`src/rtl/fwd_hazard_ctrl.sv`:
```
// Operand-forwarding and load-use hazard controller at the ID->EX boundary.
// Tracks the EX and MEM destination records and registers the EX operand mux selects.
module fwd_hazard_ctrl #(
    parameter int REG_AW = 5,
    parameter int CNT_W  = 32
) (
    input  logic              clk,
    input  logic              rst_n,
    input  logic              id_valid_i,
    input  logic              hold_i,
    input  logic              flush_i,
    input  logic [REG_AW-1:0] rs1_i,
    input  logic [REG_AW-1:0] rs2_i,
    input  logic              rs1_used_i,
    input  logic              rs2_used_i,
    input  logic              b_imm_i,
    input  logic [REG_AW-1:0] rd_i,
    input  logic              reg_we_i,
    input  logic              is_load_i,
    output logic [1:0]        asel_o,
    output logic [1:0]        bsel_o,
    output logic [1:0]        regbsel_o,
    output logic              ex_valid_o,
    output logic              stall_o,
    output logic [CNT_W-1:0]  stall_cnt_o
);

    localparam logic [1:0] SEL_REG   = 2'd0;
    localparam logic [1:0] SEL_IMM   = 2'd1;
    localparam logic [1:0] SEL_ALU   = 2'd2;
    localparam logic [1:0] SEL_DATAD = 2'd3;

    logic              ex_valid;
    logic [REG_AW-1:0] ex_rd;
    logic              ex_we;
    logic              ex_load;
    logic              mem_valid;
    logic [REG_AW-1:0] mem_rd;
    logic              mem_we;

    logic       hit_ex_rs1, hit_ex_rs2, hit_mem_rs1, hit_mem_rs2;
    logic [1:0] sel_rs1, sel_rs2, asel_d, bsel_d;

    always_comb begin
        hit_ex_rs1  = ex_valid  & ex_we  & (ex_rd  == rs1_i) & (rs1_i != '0);
        hit_ex_rs2  = ex_valid  & ex_we  & (ex_rd  == rs2_i) & (rs2_i != '0);
        hit_mem_rs1 = mem_valid & mem_we & (mem_rd == rs1_i) & (rs1_i != '0);
        hit_mem_rs2 = mem_valid & mem_we & (mem_rd == rs2_i) & (rs2_i != '0);

        // EX is checked first so the youngest producer wins on a double hit
        sel_rs1 = SEL_REG;
        if (rs1_used_i) begin
            if (hit_ex_rs1)       sel_rs1 = SEL_ALU;
            else if (hit_mem_rs1) sel_rs1 = SEL_DATAD;
        end
        sel_rs2 = SEL_REG;
        if (rs2_used_i) begin
            if (hit_ex_rs2)       sel_rs2 = SEL_ALU;
            else if (hit_mem_rs2) sel_rs2 = SEL_DATAD;
        end

        asel_d = sel_rs1;
        bsel_d = b_imm_i ? SEL_IMM : sel_rs2;

        // rs2 still matters with an immediate B when it feeds the store-data path
        stall_o = id_valid_i & ex_load & ~flush_i &
                  ((rs1_used_i & hit_ex_rs1) |
                   (rs2_used_i & hit_ex_rs2 & (~b_imm_i | rs2_used_i)));
    end

    always_ff @(posedge clk or negedge rst_n) begin
        if (!rst_n) begin
            ex_valid    <= 1'b0;
            ex_rd       <= '0;
            ex_we       <= 1'b0;
            ex_load     <= 1'b0;
            mem_valid   <= 1'b0;
            mem_rd      <= '0;
            mem_we      <= 1'b0;
            asel_o      <= SEL_REG;
            bsel_o      <= SEL_REG;
            regbsel_o   <= SEL_REG;
            stall_cnt_o <= '0;
        end else if (!hold_i) begin
            mem_valid <= ex_valid;
            mem_rd    <= ex_rd;
            mem_we    <= ex_we;
            if (flush_i || stall_o) begin
                ex_valid  <= 1'b0;
                asel_o    <= SEL_REG;
                bsel_o    <= SEL_REG;
                regbsel_o <= SEL_REG;
                if (!flush_i) stall_cnt_o <= stall_cnt_o + 1'b1;
            end else begin
                ex_valid  <= id_valid_i;
                ex_rd     <= rd_i;
                ex_we     <= reg_we_i;
                ex_load   <= is_load_i;
                asel_o    <= asel_d;
                bsel_o    <= bsel_d;
                regbsel_o <= sel_rs2;
            end
        end
    end

    assign ex_valid_o = ex_valid;

endmodule
```
`config.mk`:
```
export PLATFORM = sky130hd
export DESIGN_NAME = fwd_hazard_ctrl
export DESIGN_NICKNAME = d
export VERILOG_FILES = /design/src/rtl/fwd_hazard_ctrl.sv
export SDC_FILE = /design/constraint.sdc
export NUM_CORES = 1
export LEC_CHECK = 0
export ABC_CLOCK_PERIOD_IN_PS = 2300
export CORE_UTILIZATION = 51
export CTS_BUF_LIST = sky130_fd_sc_hd__clkbuf_8
export DETAILED_ROUTE_END_ITERATION = 10
export PLACE_DENSITY = 0.79
export SLEW_MARGIN = 10
export SYNTH_ARGS = -nofsm -noshare
export SYNTH_HDL_FRONTEND = slang
export SYNTH_SLANG_ARGS = --single-unit
```
`constraint.sdc`:
```
create_clock -name clk -period 2.3 [get_ports clk]
set_input_delay 0.46 -clock clk [delete_from_list [all_inputs] [get_ports clk]]
set_output_delay 0.46 -clock clk [all_outputs]
set_load 0.01 [all_outputs]
```
==> impl_metrics.toml <==
[route]
vias = 2277
drt-met1-wl_mm = 2.853
drc = 0
wl_met2_mm = 3.192
drt_first_pass_iters = 4
wl_per_cell_um = 15.48
route.met3.wl_um = 227
top_layer_used = "met4"
vias_per_cell = 5.421
wl_mm = 6.503
drt_iter0_drc = 126
antenna_left = 0

[critical_path]
arrival_ns = 1.98
required_ns = 1.84
crit_top_cell = "nand2_4"
crit_path_top_delay_cell = "or4_4"
critPathTopFamily = "simple AND/OR/NAND/NOR gates"
crit_buf_inv = 2
end_kind = "output pin"
path_cells = "clkdlybuf4s50_1, nand3_1, or4_4, nand2_4, nand2_4, nor2_4, buf_6"
worstPathMaxFanout = 2
critical-path-max-stage-delay_ns = 0.56
path_class = "primary input to output pin"
cp-start-kind = "primary input"

[yosys]
synthCells = 232
synth.avg_cell_area_um2 = 11.36
seq_area_frac_synth_pct = 50.31
synth_warnings = 0
yosys_register_bits = 53
ys_types = 36
mappedNetlistArea_um2 = 2636
syn-num-nets = 258

[floorplan]
start_util_pct = 54.37
die_h_um = 73.90
rows = 25
dieWidth_um = 73.90
pin_count = 65
core-area_um2 = 4848
die_area_um2 = 5460

[global_route]
grt_pass1_wl_mm = 10.07
antenna_found_initial = 0
grt_pass1_vias = 2239
track_usage_pct = 24.77
grt.overflow.total = 0
grt_max_degree = 54

[placement]
placed_cells = 398
place.gp.congestion = 0.8840
io_buffers = 64
dp_hpwl_mm = 4.372

[power_and_ir_drop]
p_leak_nw = 1.809
power_density_nw_per_um2 = 501.7
ir_drop_mv = 0.3366

[clock_network]
hold_buffers = 0
cts.sinks = 53
numCtsBuffers = 5
cts_buffer_depth = 2
h-tree-depth = 2
cts_root_buffer = "clkbuf_8"
clk_latency_ns = 0.30
clk_pin_slew_ns = 0.09
cts_tree = "done"

[sta]
tightest_slew_ns = 0.6746
period_share_pct = 105.9
max_freq_mhz = 410.4
hold_ws_ns = 0.2716
finalMaxSlewViolations = 0
hold_viol = 0
finalWorstSetupSlack_ns = -0.1367
finClkSkew_ns = 0.004417
rsz0062_at_grt = "true"
min_period_ns = 2.437
slew_headroom_pct = 55.03
finalSetupViolCount = 16

[final_layout]
area_growth_syn_to_layout_pct = 50.78
fin_nets = 378
drive_above_1_share_pct = 28.61
num_antenna_cells = 0
final_cells = 420

[run]
drv_cap = 0

[run_status]
status = "finished with violations"
failed_checks = "negative setup slack"

[worst_hold_path]
hold_class = "primary input to asynchronous set/reset pin"
final cells by class:
| type | count | area, µm² |
|---|---|---|
| Fill cell | 282 | 873.3 |
| Sequential cell | 53 | 1326 |
| Clock inverter | 2 | 33.78 |
| Clock buffer | 6 | 82.58 |
| Inverter | 3 | 11.26 |
| Timing Repair Buffer | 116 | 1052 |
| Multi-Input combinational cell | 173 | 1385 |
| Tap cell | 67 | 83.83 |
layer usage:
layer  vias up  GRT usage [%]
met5         -              0
met4         0          12.61
met3        25          5.350
met2        69          40.06
met1      1121          31.28
li1       1062              -
synth_stat cells (all sizes together):
library cell	number	area, µm²
a211o	1	10.01
a211oi	2	32.53
a21oi	2	10.01
a31oi	1	6.260
a32o	2	20.02
and2	1	8.760
and3	6	37.54
and4	1	8.760
buf	1	11.26
clkbuf	2	7.510
dfrtp	53	1326
ha	1	12.51
inv	3	11.26
mux2	14	157.7
nand2	27	101.4
nand3	16	80.08
nand3b	1	7.510
nand4	15	121.4
nor2	12	45.04
nor3	5	35.03
nor4	5	52.55
o211ai	1	7.510
o21ai	5	36.29
o221ai	1	8.760
or4	3	26.27
xnor2	35	314.1
xor2	16	140.1
timing repair:
item / CTS / global route
resized for setup: 25 / 19
setup buffers: 14 / 3
pin swaps: 10 / 15
hold endpoints to repair: 0 / 0
endpoints found under the setup margin: 36 / 33
power by group:
part,switching (mW),leakage (nW),internal (mW),total (mW)
Clock,0.293,0.0626,0.351,0.644
Sequential,0.0461,0.708,0.975,1.02
Combinational,0.139,1.04,0.191,0.329
Total,0.478,1.81,1.52,1.99
final timing paths:
path / endpoint / depth (start not counted) / slack [ns] / start
max: stall_o / 7 / -0.14 / rs1_used_i
min: stall_cnt_o[30] / 2 / 0.27 / rst_n
max reg2reg: ex_we / 8 / -0.05 / ex_rd[1]
min reg2reg: stall_cnt_o[31] / 1 / 0.48 / stall_cnt_o[31]
max in group asynchronous: stall_cnt_o[16] / 2 / 1.58 / rst_n
min in group clk: stall_cnt_o[31] / 1 / 0.48 / stall_cnt_o[31]
cells in the final DEF, fill, tap and decap left out, types with 6 or more instances in the layout:
cell and instances:
nand4_1 12, and3_1 6, mux2_2 13, buf_4 48, nand2_1 25, xnor2_1 34, clkdlybuf4s50_1 55, clkbuf_8 6
nand3_1 16, dfrtp_1 53, xor2_1 15, nor2_1 10
state kept, by name, summed over array words and instances (netlist names):
name	count
asel_o	2
bsel_o	2
ex_load	1
ex_rd	5
ex_valid_o	1
ex_we	1
mem_rd	5
mem_valid	1
mem_we	1
regbsel_o	2
stall_cnt_o	32
metrics by stage:
step	TNS (ns)	cell area (µm²)	total power [mW]	setup slack, ns	utilization (%)
after floorplan	0	2636	1.162	0.1433	-
after global placement	-15.91	3622	1.322	-0.6856	74.71
after detailed placement	-18.36	3622	1.330	-0.7096	74.71
after CTS	-0.09827	3869	1.989	-0.09281	79.79
after global routing	-2.540	3975	2.072	-0.2125	81.99
final	-0.7008	3975	1.994	-0.1367	81.99
logic make-up (layout without fill, tap and decap cells):
kind of cell / count (synthesis) / count (layout) / synth area share [%]
adders and majority gates: 1 / 1 / 0.4745
xor gates and xnor gates: 51 / 51 / 17.23
and+or+nand+nor: 92 / 92 / 19.89
muxes: 14 / 14 / 5.980
AOI/OAI and AO/OA: 15 / 15 / 4.984
buffers and inverters: 6 / 127 / 1.139
DFF: 53 / 53 / 50.31
Note: power is estimated with default switching activity, not from simulation.
